--- config.mk ---
export PLATFORM = sky130hd
export DESIGN_NAME = fifo_rd_ctrl_flat
export DESIGN_NICKNAME = d
export VERILOG_FILES = /design/src/rtl/fifo_rd_ctrl_pkg.sv /design/src/rtl/fifo_rd_ctrl_if.sv /design/src/rtl/fifo_rd_ctrl_ptr_sync.sv /design/src/rtl/fifo_rd_ctrl.sv /design/src/flat_wrapper.sv
export SDC_FILE = /design/constraint.sdc
export NUM_CORES = 1
export LEC_CHECK = 0
export BUFFER_PORTS_ARGS = -buffer_cell sky130_fd_sc_hd__buf_2
export CAP_MARGIN = 20
export CORE_UTILIZATION = 45
export CTS_CLUSTER_SIZE = 16
export DETAILED_ROUTE_END_ITERATION = 12
export PLACE_DENSITY = 0.76
export SYNTH_ARGS = -nofsm -noshare
export SYNTH_HDL_FRONTEND = slang
export SYNTH_HIERARCHICAL = 1
export SYNTH_SLANG_ARGS = --single-unit
export TNS_END_PERCENT = 100
--- constraint.sdc ---
create_clock -name clk_out -period 3.17 [get_ports clk_out]
set_input_delay 0.317 -clock clk_out [delete_from_list [all_inputs] [get_ports clk_out]]
set_output_delay 0.317 -clock clk_out [all_outputs]
set_load 0.1 [all_outputs]
--- src/rtl/fifo_rd_ctrl_pkg.sv ---
// Shared types and pointer-coding helpers for the FIFO read-side controller.
package fifo_rd_ctrl_pkg;

   // Read-side controller states (2-bit encoding).
   typedef enum logic [1:0] {
      RESET_ST = 2'd0,
      IDLE     = 2'd1,
      READ     = 2'd2,
      FLUSH    = 2'd3
   } rd_state_e;

   // Binary to Gray conversion; callers cast to/from their pointer width.
   function automatic logic [31:0] bin2gray(input logic [31:0] b);
      return b ^ (b >> 1);
   endfunction

   // Gray to binary conversion: each binary bit is the XOR of all Gray bits at or above it.
   function automatic logic [31:0] gray2bin(input logic [31:0] g);
      logic [31:0] b;
      b[31] = g[31];
      for (int i = 30; i >= 0; i--) begin
         b[i] = b[i+1] ^ g[i];
      end
      return b;
   endfunction

endpackage

--- src/rtl/fifo_rd_ctrl_if.sv ---
// Consumer-side bus of the FIFO read controller, plus the Gray pointer exchange
// with the write domain.
interface fifo_rd_ctrl_if #(
   parameter int ADDR_W = 3
);
   logic              remove;
   logic              flush;
   logic [ADDR_W:0]   wr_ptr_gray;
   logic              rd_en;
   logic [ADDR_W-1:0] rd_addr;
   logic              rd_valid;
   logic [ADDR_W:0]   rd_ptr_gray;
   logic              empty;
   logic              almost_empty;
   logic [ADDR_W:0]   rd_level;
   logic              underflow;
   logic              rd_busy;

   // Consumer / environment side.
   modport master (
      output remove, flush, wr_ptr_gray,
      input  rd_en, rd_addr, rd_valid, rd_ptr_gray, empty, almost_empty,
             rd_level, underflow, rd_busy
   );

   // Controller side.
   modport slave (
      input  remove, flush, wr_ptr_gray,
      output rd_en, rd_addr, rd_valid, rd_ptr_gray, empty, almost_empty,
             rd_level, underflow, rd_busy
   );
endinterface

--- src/rtl/fifo_rd_ctrl_ptr_sync.sv ---
// Multi-flop synchroniser carrying the write domain's Gray pointer into clk_out.
// Gray coding guarantees at most one bit changes per write step, so each
// synchronised sample is either the old or the new pointer value.
module fifo_rd_ctrl_ptr_sync #(
   parameter int W      = 4,
   parameter int STAGES = 2
) (
   input  logic         i_clk,
   input  logic         i_rst_n,
   input  logic [W-1:0] i_d,
   output logic [W-1:0] o_q
);
   logic [W-1:0] r_sync [STAGES];

   // Shift the asynchronous input through STAGES flops; cleared by async reset.
   always_ff @(posedge i_clk or negedge i_rst_n) begin
      if (!i_rst_n) begin
         for (int i = 0; i < STAGES; i++) begin
            r_sync[i] <= {W{1'b0}};
         end
      end else begin
         r_sync[0] <= i_d;
         for (int i = 1; i < STAGES; i++) begin
            r_sync[i] <= r_sync[i-1];
         end
      end
   end

   assign o_q = r_sync[STAGES-1];

endmodule

--- src/rtl/fifo_rd_ctrl.sv ---
// Read-side controller of the dual-clock FIFO. Owns the read pointer (binary and
// Gray), synchronises the writer's Gray pointer, and derives empty, almost_empty,
// fill level and a sticky underflow flag. Flush drops all visible entries by
// moving the read pointer onto the synchronised write pointer.
module fifo_rd_ctrl
   import fifo_rd_ctrl_pkg::*;
#(
   parameter int ADDR_W      = 3,
   parameter int SYNC_STAGES = 2,
   parameter int AE_THRESH   = 2
) (
   input  logic           clk_out,
   input  logic           reset,
   fifo_rd_ctrl_if.slave  bus
);
   localparam int PW = ADDR_W + 1;

   rd_state_e         r_state;
   logic [PW-1:0]     r_rd_bin;
   logic [PW-1:0]     r_rd_gray;
   logic              r_rd_valid;
   logic              r_underflow;

   logic [PW-1:0]     w_wq_gray;
   logic [PW-1:0]     w_wq_bin;
   logic [PW-1:0]     w_rd_level;
   logic [PW-1:0]     w_rd_bin_nxt;
   logic              w_rd_window;
   logic              w_empty;
   logic              w_rd_en;

   fifo_rd_ctrl_ptr_sync #(
      .W      (PW),
      .STAGES (SYNC_STAGES)
   ) u_wr_sync (
      .i_clk   (clk_out),
      .i_rst_n (reset),
      .i_d     (bus.wr_ptr_gray),
      .o_q     (w_wq_gray)
   );

   // Level is computed from registered pointers only, so a moving writer can
   // only make it lag (understate), never overstate the readable entries.
   assign w_wq_bin     = PW'(gray2bin(32'(w_wq_gray)));
   assign w_rd_level   = w_wq_bin - r_rd_bin;
   assign w_rd_window  = (r_state == IDLE) || (r_state == READ);
   assign w_empty      = (w_rd_level == {PW{1'b0}}) || !w_rd_window;
   assign w_rd_en      = bus.remove & ~bus.flush & ~w_empty;
   assign w_rd_bin_nxt = r_rd_bin + PW'(1);

   assign bus.rd_en        = w_rd_en;
   assign bus.rd_addr      = r_rd_bin[ADDR_W-1:0];
   assign bus.rd_valid     = r_rd_valid;
   assign bus.rd_ptr_gray  = r_rd_gray;
   assign bus.empty        = w_empty;
   assign bus.almost_empty = (w_rd_level <= PW'(AE_THRESH));
   assign bus.rd_level     = w_rd_level;
   assign bus.underflow    = r_underflow;
   assign bus.rd_busy      = (r_state == READ);

   // FSM plus read pointer, read-valid and underflow registers; flush overrides everything.
   always_ff @(posedge clk_out or negedge reset) begin
      if (!reset) begin
         r_state     <= RESET_ST;
         r_rd_bin    <= {PW{1'b0}};
         r_rd_gray   <= {PW{1'b0}};
         r_rd_valid  <= 1'b0;
         r_underflow <= 1'b0;
      end else if (bus.flush) begin
         r_state     <= FLUSH;
         r_rd_bin    <= w_wq_bin;
         r_rd_gray   <= w_wq_gray;
         r_rd_valid  <= 1'b0;
         r_underflow <= 1'b0;
      end else begin
         case (r_state)
            RESET_ST: r_state <= IDLE;
            IDLE,
            READ:     r_state <= w_rd_en ? READ : IDLE;
            FLUSH:    r_state <= IDLE;
            default:  r_state <= RESET_ST;
         endcase
         r_rd_valid <= w_rd_en;
         if (w_rd_en) begin
            r_rd_bin  <= w_rd_bin_nxt;
            r_rd_gray <= PW'(bin2gray(32'(w_rd_bin_nxt)));
         end
         if (bus.remove && w_empty && w_rd_window) begin
            r_underflow <= 1'b1;
         end
      end
   end

endmodule

--- src/flat_wrapper.sv ---
// flat-port wrapper written by rule: the top's interface ports become plain ports
module fifo_rd_ctrl_flat import fifo_rd_ctrl_pkg::*;
#(
   parameter int ADDR_W      = 3,
   parameter int SYNC_STAGES = 2,
   parameter int AE_THRESH   = 2
)
  (clk_out, reset, bus_remove, bus_flush, bus_wr_ptr_gray, bus_rd_en, bus_rd_addr, bus_rd_valid, bus_rd_ptr_gray, bus_empty, bus_almost_empty, bus_rd_level, bus_underflow, bus_rd_busy);
  fifo_rd_ctrl_if #(.ADDR_W(ADDR_W)) bus_i ();
  input  logic clk_out;
  input  logic reset;
  input wire logic [$bits(bus_i.remove)-1:0] bus_remove;
  input wire logic [$bits(bus_i.flush)-1:0] bus_flush;
  input wire logic [$bits(bus_i.wr_ptr_gray)-1:0] bus_wr_ptr_gray;
  output wire logic [$bits(bus_i.rd_en)-1:0] bus_rd_en;
  output wire logic [$bits(bus_i.rd_addr)-1:0] bus_rd_addr;
  output wire logic [$bits(bus_i.rd_valid)-1:0] bus_rd_valid;
  output wire logic [$bits(bus_i.rd_ptr_gray)-1:0] bus_rd_ptr_gray;
  output wire logic [$bits(bus_i.empty)-1:0] bus_empty;
  output wire logic [$bits(bus_i.almost_empty)-1:0] bus_almost_empty;
  output wire logic [$bits(bus_i.rd_level)-1:0] bus_rd_level;
  output wire logic [$bits(bus_i.underflow)-1:0] bus_underflow;
  output wire logic [$bits(bus_i.rd_busy)-1:0] bus_rd_busy;
  assign bus_i.remove = bus_remove;
  assign bus_i.flush = bus_flush;
  assign bus_i.wr_ptr_gray = bus_wr_ptr_gray;
  assign bus_rd_en = bus_i.rd_en;
  assign bus_rd_addr = bus_i.rd_addr;
  assign bus_rd_valid = bus_i.rd_valid;
  assign bus_rd_ptr_gray = bus_i.rd_ptr_gray;
  assign bus_empty = bus_i.empty;
  assign bus_almost_empty = bus_i.almost_empty;
  assign bus_rd_level = bus_i.rd_level;
  assign bus_underflow = bus_i.underflow;
  assign bus_rd_busy = bus_i.rd_busy;
  fifo_rd_ctrl #(.ADDR_W(ADDR_W), .SYNC_STAGES(SYNC_STAGES), .AE_THRESH(AE_THRESH)) u_core (.clk_out(clk_out), .reset(reset), .bus(bus_i));
endmodule
==> results.sh <==
export IMPL_insertion_delay_ns=0.30
export IMPL_r2r_start="u_core/u_wr_sync/o_q[3]"
export IMPL_coreArea_um2=2000
export IMPL_cts_tree="yes"
export IMPL_switchingPower_uw=711
export IMPL_outcome="complete, no violations"
export IMPL_fmax_ghz=0.320
export IMPL_fin_skew_ns=0.0143
export IMPL_detail_route_antenna_nets=0
export IMPL_synth_cell_type_count=33
export IMPL_setup_worst_path_start="u_core/u_wr_sync/o_q[3]"
export IMPL_grt_overflow_total=0
export IMPL_timing_final_crit_share=0.987
export IMPL_initial_core_util=0.488
export IMPL_clkTransAtPathRegs_ns=0.11
export IMPL_final_hold_viol_count=0
export IMPL_vias_per_cell=5.37
export IMPL_syn_area_per_cell_um2=10.6
export IMPL_worstMarginPinSlew_ns=0.502
export IMPL_cts_buffers=3
export IMPL_maxCapViolCount=0
export IMPL_final_cell_mix="21 x buf_2, 18 x dfrtp_1, 8 x inv_1"
export IMPL_sequentialPowerShare=0.241
export IMPL_crit_fanout=5
export IMPL_totalWireLength_mm=2.10
export IMPL_area_growth_pct=30.6
export IMPL_portBuffers=24
export IMPL_die_w_um=48.6
export IMPL_cts_root_buf="clkbuf_4"
export IMPL_postPlaceCellArea_um2=1170
export IMPL_leakage_uw=0.000607
export IMPL_postLayoutCellArea_um2=1280
export IMPL_antenna_cells=0
export IMPL_finalWeightedCongestion=0.855
export IMPL_p_per_area_nw_per_um2=965
export IMPL_synthesis_instances=92
export IMPL_first_pass_iters=4
export IMPL_finalCriticalPeriod_ns=3.13
export IMPL_maxUsedRoutingLayer="met4"
export IMPL_dp_hpwl_mm=1.42
export IMPL_antenna_found_initial=0
export IMPL_dr_wl_met3_um=147
export IMPL_power_internal_uw=520
export IMPL_clockBufferDepth=2
export IMPL_ios=25
export IMPL_combPwrFrac=0.660
export IMPL_synth_nets=106
export IMPL_ys_seq_area_frac=0.487
export IMPL_maxSlewViolCount=0
export IMPL_async_reset_ff_frac=1.00
export IMPL_grt_max_degree=20
export IMPL_fp_dieH_um=48.6
export IMPL_start_kind="flip-flop"
export IMPL_nets=135
export IMPL_wl_met1_um=875
export IMPL_drt_iter0_markers=27
export IMPL_first_global_vias=708
export IMPL_vias=789
export IMPL_clockPowerShare=0.099
export IMPL_final_common_cell="buf_2"
export IMPL_nFillCells=158
export IMPL_drive_gt1_frac=0.383
export IMPL_hold_path_class="in2reg"
export IMPL_synth_warnings=6
export IMPL_tns_ns=0
export IMPL_relSlewSlack=0.668
export IMPL_setup_violations_final=0
export IMPL_grt_util_all_layers=0.174
export IMPL_cp_end_kind="output port"
export IMPL_drc_errors=0
export IMPL_post_drt_wl_per_cell_um=14.3
export IMPL_synth_edff_count=0
export IMPL_critPathRequiredTime_ns=2.85
export IMPL_swShare=0.578
export IMPL_met2WireLength_mm=1.05
export IMPL_hp_start="bus_wr_ptr_gray[2]"
export IMPL_cts_sinks=19
export IMPL_ys_flop_type="dfrtp_1"
export IMPL_dieArea_um2=2360
export IMPL_syn_area_um2=977
export IMPL_grt_pass1_wl_mm=3.13
export IMPL_worstSetupPathType="reg2out"
export IMPL_ys_ff_latch=19
export IMPL_cp_arrival_ns=2.81
export IMPL_h_tree_depth=1
export IMPL_finish_utilization=0.638
export IMPL_fp_row_count=16
export IMPL_max_vdd_ir_drop_v=0.000587
synth_stat cells, drive strengths merged, types with 2 or more instances:
library cell	count	area (um2)
dfrtp	19	475
inv	9	33.8
xnor2	7	68.8
o21ai	6	30.0
buf	5	41.3
ha	5	62.6
nor2	5	18.8
a21oi	4	20.0
a31oi	3	18.8
nand2	3	11.3
nand3	3	15.0
xor2	3	26.3
a2bb2oi	2	17.5
and3	2	12.5
flip-flops by register name (all words and copies together), names as in the netlist:
name	cells
u_core/r_rd_bin	4
u_core/bus.underflow	1
u_core/bus.rd_ptr_gray	3
u_core/u_wr_sync/r_sync	4
u_core/r_state	2
u_core/u_wr_sync/o_q	4
u_core/bus.rd_valid	1
kinds of logic after synthesis:
| group | Yosys count | synth area share |
|---|---|---|
| compound gates | 23 | 0.155 |
| xor+xnor | 10 | 0.0973 |
| fa+ha+maj | 6 | 0.0845 |
| buf+inv | 16 | 0.0845 |
| flops | 19 | 0.487 |
| simple gates | 18 | 0.0922 |
worst max-delay path, cell delays in order (launching register included):
cell	delay, ns
dfrtp_1	0.45
xor2_2	0.29
xnor2_2	0.13
xor2_1	0.19
ha_2	0.19
fa_2	0.38
xnor2_4	0.18
nor3_4	0.26
o21a_4	0.21
nor2_4	0.06
buf_12	0.18
power by group through the flow:
stage	registers [uW]	clock network, uW	logic, uW
6_report	297	122	813
5_1_grt	300	138	845
4_1_cts	296	127	760
3_5_place_dp	300	0	754
3_3_place_gp	299	0	746
2_1_floorplan	424	0	493
timing repair:
item	in CTS	in global routing
hold buffers	1	0
endpoints found under the setup margin	3	3
resized for setup	2	9
endpoints found under the hold margin	19	0
buffers inserted	1	3
pin swaps	2	3
per-stage QoR:
| stage | instances | hold WS, ns | worst slack, ns | total power [uW] |
|---|---|---|---|---|
| 6_report | 147 | 0.114 | 0.0409 | 1230 |
| 5_1_grt | 147 | 0.0962 | -0.0499 | 1280 |
| 4_1_cts | 144 | 0.109 | -0.0162 | 1180 |
| 3_5_place_dp | 138 | 0.271 | 0.157 | 1050 |
| 3_3_place_gp | 138 | 0.262 | 0.277 | 1040 |
| 2_1_floorplan | 92 | 0.0214 | -1.64 | 918 |
final cells by class:
type / count / area, um2 / area share
inverter: 10 / 37.5 / 0.0294
tap: 27 / 33.8 / 0.0265
multi-input combinational: 57 / 489 / 0.383
clock buffer: 4 / 26.3 / 0.0206
sequential: 19 / 477 / 0.374
timing repair buffer: 30 / 213 / 0.167
path summary, 6_finish.rpt:
path | endpoint | slack [ns] | depth (start not counted)
worst max-delay path | bus_rd_en | 0.04 | 10
max in group asynchronous | u_core/r_rd_bin[2] | 2.41 | 2
worst min register to register | u_core/u_wr_sync/o_q[0] | 0.36 | 0
worst max register to register | u_core/r_rd_bin[2] | 0.22 | 12
worst min-delay path | u_core/u_wr_sync/r_sync[6] | 0.11 | 1
min in group asynchronous | u_core/r_rd_bin[0] | 0.46 | 2
routing by layer:
layer,up-vias,track usage
met4,0,0.0833
met1,370,0.214
met2,44,0.299
met3,4,0.0252
met5,-,0
li1,371,-
Power figures use the tool's default switching activity.
